<file path="src/rtl/conv_1st_ctrl_if.sv">
// rtl/conv_1st_ctrl_if.sv - control, buffer-read, array and row-output signals of conv_1st_ctrl
interface conv_1st_ctrl_if #(
    parameter int ADDR_W = 5
);
    logic              start;
    logic              busy;
    logic              done;
    logic              pix_rd_en;
    logic [ADDR_W-1:0] pix_rd_addr;
    logic              wgt_rd_en;
    logic [ADDR_W-1:0] wgt_rd_addr;
    logic              array_en;
    logic              array_flush;
    logic              out_valid;
    logic              out_ready;
    logic [ADDR_W-1:0] out_row;

    modport master (
        input  start, out_ready,
        output busy, done, pix_rd_en, pix_rd_addr, wgt_rd_en, wgt_rd_addr,
               array_en, array_flush, out_valid, out_row
    );

    modport slave (
        output start, out_ready,
        input  busy, done, pix_rd_en, pix_rd_addr, wgt_rd_en, wgt_rd_addr,
               array_en, array_flush, out_valid, out_row
    );
endinterface

</file>
<file path="src/rtl/conv_1st_ctrl.sv">
// rtl/conv_1st_ctrl.sv - first-layer conv systolic array sequencer; optional abort via CONV1ST_CTRL_ABORT_EN
module conv_1st_ctrl #(
    parameter int KH       = 11,
    parameter int OUT_ROWS = 20,
    parameter int RD_LAT   = 1,
    parameter int ADDR_W   = 5
) (
    input  logic            clk,
    input  logic            rst_n,
`ifdef CONV1ST_CTRL_ABORT_EN
    input  logic            abort,
`endif
    conv_1st_ctrl_if.master bus
);
    localparam int                WAIT_W = (RD_LAT > 1) ? $clog2(RD_LAT) : 1;
    localparam logic [ADDR_W-1:0] K_LAST = ADDR_W'(KH - 1);
    localparam logic [ADDR_W-1:0] R_LAST = ADDR_W'(OUT_ROWS - 1);
    localparam logic [WAIT_W-1:0] W_LAST = WAIT_W'(RD_LAT - 1);

    typedef enum logic [2:0] {IDLE, FLUSH, ACC, WAIT, OUT, DONE} state_t;

    state_t            state;
    logic [ADDR_W-1:0] r;
    logic [ADDR_W-1:0] k;
    logic [WAIT_W-1:0] wcnt;
    logic [RD_LAT-1:0] en_dly;

    // Last delay stage is the array enable, so en lands with the read data.
    assign bus.array_en = en_dly[RD_LAT-1];

    // Outputs are registered alongside the state: each branch sets what the next state shows.
    always_ff @(posedge clk or negedge rst_n) begin
        if (!rst_n) begin
            state           <= IDLE;
            r               <= '0;
            k               <= '0;
            wcnt            <= '0;
            en_dly          <= '0;
            bus.busy        <= 1'b0;
            bus.done        <= 1'b0;
            bus.pix_rd_en   <= 1'b0;
            bus.pix_rd_addr <= '0;
            bus.wgt_rd_en   <= 1'b0;
            bus.wgt_rd_addr <= '0;
            bus.array_flush <= 1'b0;
            bus.out_valid   <= 1'b0;
            bus.out_row     <= '0;
        end else begin
            bus.busy        <= 1'b1;
            bus.done        <= 1'b0;
            bus.pix_rd_en   <= 1'b0;
            bus.wgt_rd_en   <= 1'b0;
            bus.array_flush <= 1'b0;
            bus.out_valid   <= 1'b0;

            en_dly[0] <= bus.pix_rd_en;
            for (int i = 1; i < RD_LAT; i++) begin
                en_dly[i] <= en_dly[i-1];
            end

            case (state)
                IDLE: begin
                    if (bus.start) begin
                        state           <= FLUSH;
                        r               <= '0;
                        bus.array_flush <= 1'b1;
                    end else begin
                        bus.busy <= 1'b0;
                    end
                end
                FLUSH: begin
                    state           <= ACC;
                    k               <= '0;
                    bus.pix_rd_en   <= 1'b1;
                    bus.wgt_rd_en   <= 1'b1;
                    bus.pix_rd_addr <= r;
                    bus.wgt_rd_addr <= '0;
                end
                ACC: begin
                    if (k == K_LAST) begin
                        state <= WAIT;
                        wcnt  <= '0;
                    end else begin
                        k               <= k + ADDR_W'(1);
                        bus.pix_rd_en   <= 1'b1;
                        bus.wgt_rd_en   <= 1'b1;
                        bus.pix_rd_addr <= r + k + ADDR_W'(1);
                        bus.wgt_rd_addr <= k + ADDR_W'(1);
                    end
                end
                WAIT: begin
                    if (wcnt == W_LAST) begin
                        state         <= OUT;
                        bus.out_valid <= 1'b1;
                        bus.out_row   <= r;
                    end else begin
                        wcnt <= wcnt + WAIT_W'(1);
                    end
                end
                OUT: begin
                    if (bus.out_ready) begin
                        if (r == R_LAST) begin
                            state    <= DONE;
                            bus.done <= 1'b1;
                        end else begin
                            r               <= r + ADDR_W'(1);
                            state           <= FLUSH;
                            bus.array_flush <= 1'b1;
                        end
                    end else begin
                        bus.out_valid <= 1'b1;
                    end
                end
                DONE: begin
                    state    <= IDLE;
                    bus.busy <= 1'b0;
                end
                default: begin
                    state    <= IDLE;
                    bus.busy <= 1'b0;
                end
            endcase

`ifdef CONV1ST_CTRL_ABORT_EN
            // Abort wins over everything above: one clearing flush, then idle.
            if (abort && state != IDLE) begin
                state           <= IDLE;
                en_dly          <= '0;
                bus.busy        <= 1'b0;
                bus.done        <= 1'b0;
                bus.pix_rd_en   <= 1'b0;
                bus.wgt_rd_en   <= 1'b0;
                bus.out_valid   <= 1'b0;
                bus.array_flush <= 1'b1;
            end
`endif
        end
    end
endmodule

</file>
<file path="src/flat_wrapper.sv">
// flat-port wrapper written by rule: the top's interface ports become plain ports
module conv_1st_ctrl_flat 
#(
    parameter int KH       = 11,
    parameter int OUT_ROWS = 20,
    parameter int RD_LAT   = 1,
    parameter int ADDR_W   = 5
)
  (clk, rst_n, bus_start, bus_out_ready, bus_busy, bus_done, bus_pix_rd_en, bus_pix_rd_addr, bus_wgt_rd_en, bus_wgt_rd_addr, bus_array_en, bus_array_flush, bus_out_valid, bus_out_row);
  conv_1st_ctrl_if #(.ADDR_W(ADDR_W)) bus_i ();
  input  logic clk;
  input  logic rst_n;
  input wire logic [$bits(bus_i.start)-1:0] bus_start;
  input wire logic [$bits(bus_i.out_ready)-1:0] bus_out_ready;
  output wire logic [$bits(bus_i.busy)-1:0] bus_busy;
  output wire logic [$bits(bus_i.done)-1:0] bus_done;
  output wire logic [$bits(bus_i.pix_rd_en)-1:0] bus_pix_rd_en;
  output wire logic [$bits(bus_i.pix_rd_addr)-1:0] bus_pix_rd_addr;
  output wire logic [$bits(bus_i.wgt_rd_en)-1:0] bus_wgt_rd_en;
  output wire logic [$bits(bus_i.wgt_rd_addr)-1:0] bus_wgt_rd_addr;
  output wire logic [$bits(bus_i.array_en)-1:0] bus_array_en;
  output wire logic [$bits(bus_i.array_flush)-1:0] bus_array_flush;
  output wire logic [$bits(bus_i.out_valid)-1:0] bus_out_valid;
  output wire logic [$bits(bus_i.out_row)-1:0] bus_out_row;
  assign bus_i.start = bus_start;
  assign bus_i.out_ready = bus_out_ready;
  assign bus_busy = bus_i.busy;
  assign bus_done = bus_i.done;
  assign bus_pix_rd_en = bus_i.pix_rd_en;
  assign bus_pix_rd_addr = bus_i.pix_rd_addr;
  assign bus_wgt_rd_en = bus_i.wgt_rd_en;
  assign bus_wgt_rd_addr = bus_i.wgt_rd_addr;
  assign bus_array_en = bus_i.array_en;
  assign bus_array_flush = bus_i.array_flush;
  assign bus_out_valid = bus_i.out_valid;
  assign bus_out_row = bus_i.out_row;
  conv_1st_ctrl #(.KH(KH), .OUT_ROWS(OUT_ROWS), .RD_LAT(RD_LAT), .ADDR_W(ADDR_W)) u_core (.clk(clk), .rst_n(rst_n), .bus(bus_i));
endmodule
</file>
<file path="config.mk">
export PLATFORM = sky130hd
export DESIGN_NAME = conv_1st_ctrl_flat
export DESIGN_NICKNAME = d
export VERILOG_FILES = /design/src/rtl/conv_1st_ctrl_if.sv /design/src/rtl/conv_1st_ctrl.sv /design/src/flat_wrapper.sv
export SDC_FILE = /design/constraint.sdc
export NUM_CORES = 1
export LEC_CHECK = 0
export ABC_CLOCK_PERIOD_IN_PS = 5610
export BUFFER_PORTS_ARGS = -buffer_cell sky130_fd_sc_hd__buf_4
export CORE_UTILIZATION = 59
export CTS_CLUSTER_DIAMETER = 50
export CTS_CLUSTER_SIZE = 10
export DETAILED_ROUTE_END_ITERATION = 6
export GPL_TIMING_DRIVEN = 0
export MAX_ROUTING_LAYER = met4
export PLACE_DENSITY = 0.84
export SYNTH_ARGS = -nofsm -noshare
export SYNTH_HDL_FRONTEND = slang
export SYNTH_SLANG_ARGS = --single-unit
export TNS_END_PERCENT = 1
</file>
<file path="constraint.sdc">
create_clock -name clk -period 5.61 [get_ports clk]
set_clock_uncertainty 0.05 [all_clocks]
set_input_delay 0.2805 -clock clk [delete_from_list [all_inputs] [get_ports clk]]
set_output_delay 0.2805 -clock clk [all_outputs]
set_load 0.02 [all_outputs]
</file>
==> flow_metrics.tcl, run 1 <==
set metrics [dict create \
    arrival_ps 2430 \
    clk_latency_ps 310 \
    rsz0062_at_grt "no" \
    seq_area_um2 725.7 \
    fin_nets 186 \
    drt_first_iter_violations 21 \
    cts_sinks 29 \
    outcome "finished clean" \
    antenna_found_initial 0 \
    dieHeight_um 52 \
    path_max_fanout 4 \
    drive_gt1_frac 0.2759 \
    synth_area_mm2 0.001475 \
    place_area_mm2 0.001698 \
    hold_buffers 1 \
    start_util 0.6482 \
    diodes 0 \
    cpPeakStageDelay_ps 420 \
    grt_pass1_vias 1122 \
    slew_violations 0 \
    hold_violations 0 \
    vdd_drop_max_uv 334.9 \
    ys_seq_elements 29 \
    syn-num-nets 153 \
    firstDrtPassIters 4 \
    io_pins 26 \
    grt-ovfl-total 0 \
    period_needed_ps 2237 \
    yosysWarnings 0 \
    synth_top_area_cell "dfrtp_1" \
    synthDistinctLibCells 40 \
    place_congestion 0.8049 \
    ys.flop_type "dfrtp_1" \
    tns_ps 0 \
    clk_pin_slew_worst_paths_ps 90 \
    cts_htree_levels 2 \
    critPathRequiredTime_ps 5800 \
    grt_start_max_net_pins 30 \
    wl_um 2797 \
    die_w_um 52 \
    synth-edff-count 0 \
    critPathKind "register to register" \
    cts_max_path_buffers 2 \
    multiInputGateArea_um2 699.4 \
    maxCapViolations 0 \
    max_freq_ghz 0.4470 \
    grt_pass1_wl_um 4795 \
    critPathCaptureType "register" \
    leakage_nw 0.8406 \
    async_flop_share 1.000 \
    ant_nets 0 \
    yosysTopAreaCellShare 0.4919 \
    portBuffers 25 \
    fin_area_mm2 0.001763 \
    worstHoldPathType "input port to register" \
    fin_util 0.7746 \
    die_area_mm2 0.002704 \
    cp-start-kind "register" \
    finalSetupViolations 0 \
    hold_ws_ps 155.3 \
    cts_buffers 5 \
    synth_area_leaders "dfrtp_1 49%, ha_1 5.9%, o21ai_0 5.4%" \
    avgSynthCellArea_um2 10.46 \
    cts_tree "built" \
    hpwlAfterDp_um 2106 \
    post-route-period-util 0.3988 \
    wire_per_inst_um 13.85 \
    cts_setup_buffers 0 \
    cts_resized 0 \
    rows 17 \
    netlist_instances 141 \
    clockRootBuffer "clkbuf_4" \
    grtUsageTotal 0.2610 \
    fill_cells 156 \
    vias 1159 \
    vias_per_cell 5.738 \
    worstPathCellList "inv_1 > ha_1 > fa_1 > nand2b_1 > a21oi_1 > xnor2_1 > or3_1 > a31oi_1" \
    core_mm2 0.002276 \
    max_slew.worst_pin.slew_ps 489.2 \
    pwr_density_cell_mw_per_mm2 468.1 \
    drc_errors 0 \
    area.growth.synth_to_final_pct 19.51 \
    slew_headroom 0.6732 \
    worst_path_max_delay_cell "dfrtp_1" \
    ys_seq_area_frac 0.4919 \
]
==> state kept, by name, indices dropped and copies added (netlist names) <==
register                count
u_core.r                    5
u_core.bus.done             1
u_core.bus.array_en         1
u_core.bus.pix_rd_addr      5
u_core.bus.out_valid        1
u_core.bus.wgt_rd_addr      5
u_core.bus.busy             1
u_core.bus.array_flush      1
u_core.state                3
u_core.bus.out_row          5
u_core.bus.wgt_rd_en        1
==> placed cells by master, fill, tap and decap left out, types with 2 or more instances in the layout <==
cell type / count
xnor2_1: 2
xor2_1: 3
inv_1: 6
o21ai_0: 16
buf_4: 26
mux2_2: 2
nor2_1: 17
clkbuf_4: 5
ha_1: 7
nand2b_1: 3
nand3_1: 4
mux2i_1: 2
nor2b_1: 3
nand4_1: 3
a31oi_1: 3
a21oi_1: 4
nand2_1: 13
dfrtp_1: 29
==> worst max-delay path, delay by kind of cell, from the launching register on <==
family | cells | cell delay, ps
xor+xnor | 1 | 100
buf+inv | 1 | 120
flops | 1 | 420
simple gates | 2 | 480
fa+ha+maj | 2 | 660
compound gates | 2 | 330
==> through the flow <==
stage	std cells	setup WS, ps	total power [W]
after floorplan	141	3431	0.0005747
after global placement	194	3494	0.0006863
after detailed placement	194	3406	0.0007071
after CTS	202	3366	0.0008302
after global routing	202	3182	0.0008863
final	202	3373	0.0008252
==> Yosys cell counts (2+ instances only) <==
master     n
nand2b_1   3
nor2_1    17
nand4_1    3
ha_1       7
nor2b_1    3
a21oi_1    4
nand3_1    4
mux2i_1    2
xor2_1     3
inv_1      6
o21ai_0   16
nand2_1   13
mux2_2     2
dfrtp_1   29
a31oi_1    3
xnor2_1    2
==> worst paths after layout <==
path                                                       start                                    end  slack, ps  cells past startpoint
max                        u_core.bus.wgt_rd_addr[0]$_DFFE_PN0P_  u_core.bus.pix_rd_addr[4]$_DFFE_PN0P_       3370                      8
min                                                bus_out_ready         u_core.bus.out_valid$_DFF_PN0_        160                      2
max reg2reg                u_core.bus.wgt_rd_addr[0]$_DFFE_PN0P_  u_core.bus.pix_rd_addr[4]$_DFFE_PN0P_       3370                      8
min reg2reg                       u_core.bus.wgt_rd_en$_DFF_PN0_          u_core.bus.array_en$_DFF_PN0_        360                      0
max in group asynchronous                                  rst_n            u_core.state[1]$_DFFE_PN0P_       4880                      2
min in group asynchronous                                  rst_n  u_core.bus.pix_rd_addr[4]$_DFFE_PN0P_        370                      2
==> layer usage <==
metal  track usage  share of wire
met2        0.3889           0.50
met1        0.3096           0.43
met3       0.08772          0.051
met5             -              0
met4        0.1441          0.018
==> kinds of logic (layout without fill, tap and decap cells) <==
logic type | count (synthesis) | after routing | share of synthesized area
compound gates | 29 | 29 | 0.1154
xor+xnor | 5 | 5 | 0.02969
fa+ha+maj | 8 | 8 | 0.07294
buf+inv | 10 | 43 | 0.03392
flops | 29 | 29 | 0.4919
mux | 5 | 5 | 0.03901
simple gates | 55 | 55 | 0.2171
==> power breakdown <==
group / switching, W / internal (W) / total (W)
Combinational: 0.000227 / 0.000161 / 0.000388
Clock: 0.0000650 / 0.0000591 / 0.000124
Sequential: 0.0000476 / 0.000266 / 0.000314
Total: 0.000340 / 0.000486 / 0.000825
==> final cells by class <==
class,count,area share
plain buffers,3,0.01348
clock buffers,7,0.03123
inverters,7,0.01490
multi-input cells,102,0.3967
flip-flops and latches,29,0.4116
well taps,28,0.01987
repair buffers,26,0.1121
Power figures use the tool's default switching activity.
==> run 2, diff against run 1 <==
--- a/config.mk
+++ b/config.mk
@@ -5,15 +5,15 @@
 export SDC_FILE = /design/constraint.sdc
 export NUM_CORES = 1
 export LEC_CHECK = 0
-export ABC_CLOCK_PERIOD_IN_PS = 5610
+export ABC_CLOCK_PERIOD_IN_PS = 1800
 export BUFFER_PORTS_ARGS = -buffer_cell sky130_fd_sc_hd__buf_4
-export CORE_UTILIZATION = 59
+export CORE_UTILIZATION = 49
 export CTS_CLUSTER_DIAMETER = 50
 export CTS_CLUSTER_SIZE = 10
 export DETAILED_ROUTE_END_ITERATION = 6
 export GPL_TIMING_DRIVEN = 0
 export MAX_ROUTING_LAYER = met4
-export PLACE_DENSITY = 0.84
+export PLACE_DENSITY = 0.74
 export SYNTH_ARGS = -nofsm -noshare
 export SYNTH_HDL_FRONTEND = slang
 export SYNTH_SLANG_ARGS = --single-unit
==> constraint.sdc (replaced) <==
create_clock -name clk -period 1.8 [get_ports clk]
set_clock_uncertainty 0.05 [all_clocks]
set_input_delay 0.09 -clock clk [delete_from_list [all_inputs] [get_ports clk]]
set_output_delay 0.09 -clock clk [all_outputs]
set_load 0.02 [all_outputs]
==> run 2 against run 1 <==
Net effect: the flow now finishes with violations (design-rule violations, negative setup slack); wire length increased by 5.8%; register-to-register slack got worse by 3500 ps; critical path depth unchanged; sequential cell count unchanged; largest cell class is now multi-input combinational cells; count of clock-buffer cells in the layout unchanged; non-clock buffer count increased by 5; sequential share of layout area decreased by 1.9 points.
==> flow_metrics.tcl, run 2 (synthesized netlist as in run 1, its figures left out) <==
set metrics [dict create \
    outcome "finished with violations" \
    violations "design-rule violations, negative setup slack" \
    tns_ps -109.3 \
    fin_area_mm2 0.001853 \
    cp_top_family "adder cells" \
    critPathKind "register to register" \
    cts_sinks 29 \
    slew_headroom 0.6323 \
    area.growth.synth_to_final_pct 25.62 \
    fin_ws_ps -109.3 \
    grtUsageTotal 0.2175 \
    drc_errors 4 \
    antenna_found_initial 0 \
    finalSetupViolations 1 \
    rsz0062_at_grt "yes" \
    grt-ovfl-total 0 \
    post-route-period-util 1.061 \
    die_w_um 56.87 \
    core_mm2 0.002805 \
    vias 1172 \
    pwr_density_cell_mw_per_mm2 1453 \
    slew_violations 0 \
    cp-start-kind "register" \
    routed-wl-met2_um 1448 \
    worstHoldPathType "input port to asynchronous set/reset pin" \
    clockRootBuffer "clkbuf_4" \
    place_congestion 0.8454 \
    top_layer "met4" \
    max_freq_ghz 0.5238 \
    fin_nets 191 \
    io_pins 26 \
    worst-path-buf-inv 1 \
    worstPathCellList "inv_4 > ha_4 > fa_2 > nand2b_4 > a21oi_2 > xnor2_1 > or3_1 > a31oi_1" \
    worst_path_max_delay_cell "dfrtp_2" \
    portBuffers 25 \
    arrival_ps 2110 \
    clk_latency_ps 330 \
    cpPeakStageDelay_ps 390 \
    max_slew.worst_pin.slew_ps 549.5 \
    mostFrequentLayoutCell "buf_4" \
    die_area_mm2 0.003234 \
    fin_util 0.6606 \
    diodes 0 \
    cts_max_path_buffers 2 \
    cts_tree "built" \
    hold_violations 0 \
    grt_pass1_wl_um 5078 \
    wl_um 2958 \
    drt_first_iter_violations 24 \
    cts_buffers 5 \
    cts_htree_levels 2 \
    vias_per_cell 5.581 \
    hpwlAfterDp_um 2110 \
    leakage_nw 0.8712 \
    rows 19 \
    clk_pin_slew_worst_paths_ps 90 \
    final_cell_mix "29 x buf_4, 27 x dfrtp_1, 17 x nor2_1, 16 x o21ai_0, 12 x nand2_1" \
    drive_gt1_frac 0.3408 \
    firstDrtPassIters 6 \
    vdd_drop_max_uv 820.7 \
    dieHeight_um 56.87 \
    met3_length_um 134 \
    critPathRequiredTime_ps 2000 \
    period_needed_ps 1909 \
    place_area_mm2 0.001730 \
    maxCapViolations 0 \
    pre_cts_ws_ps -209.9 \
    grt_start_max_net_pins 30 \
    path_max_fanout 4 \
    critPathCaptureType "register" \
    grt_pass1_vias 1133 \
    wl_met1_um 1313 \
    start_util 0.5259 \
    ant_nets 0 \
    wire_per_inst_um 14.09 \
    finalPower_w 0.002692 \
]
[run 2: per-layer routing]
layer | track usage | vias to the layer above
li1 | - | 572
met3 | 0.06682 | 6
met5 | - | -
met1 | 0.2549 | 566
met4 | 0.1115 | 0
met2 | 0.3384 | 28
[run 2: final timing paths]
path,from,end,slack [ps],cells after the start
hold reg to reg,u_core.bus.wgt_rd_en$_DFF_PN0_,u_core.bus.array_en$_DFF_PN0_,360,0
setup / recovery,u_core.bus.wgt_rd_addr[0]$_DFFE_PN0P_,u_core.bus.pix_rd_addr[4]$_DFFE_PN0P_,-110,8
hold / removal,rst_n,u_core.state[2]$_DFFE_PN0P_,160,2
setup reg to reg,u_core.bus.wgt_rd_addr[0]$_DFFE_PN0P_,u_core.bus.pix_rd_addr[4]$_DFFE_PN0P_,-110,8
min in group clk,u_core.bus.wgt_rd_en$_DFF_PN0_,u_core.bus.array_en$_DFF_PN0_,360,0
max in group asynchronous,rst_n,u_core.bus.wgt_rd_addr[0]$_DFFE_PN0P_,1240,2
[run 2: layout make-up]
type / count / area [um^2]
Clock buffer: 7 / 55.05
Fill cell: 226 / 952.2
Sequential cell: 29 / 728.2
Multi-Input combinational cell: 102 / 738.2
Timing Repair Buffer: 31 / 240.2
Buffer: 3 / 23.77
Tap cell: 31 / 38.79
Inverter: 7 / 28.78
[run 2: per-stage QoR]
step | hold slack (ps) | std cells
floorplan | -255.6 | 141
global placement | -24.92 | 197
detailed placement | -14.27 | 197
CTS | 161.2 | 209
global route | 195.8 | 210
finish | 164.9 | 210
[run 2: what timing repair did]
action,CTS,global route
setup endpoints to repair,1,7
pin swaps,0,2
gates resized for setup,1,4
hold buffers,3,0
buffers inserted,2,1
endpoints found under the hold margin,31,0
[run 2: worst register-to-register path, cell delays in order (launching register included)]
cell and delay (ps):
dfrtp_2 390, inv_4 50, ha_4 160, fa_2 340, nand2b_4 150, a21oi_2 150
xnor2_1 90, or3_1 310, a31oi_1 150
[run 2: power by group]
part	switching (W)	internal, W
Sequential	0.000139	0.000833
Combinational	0.000765	0.000557
Clock	0.000215	0.000184
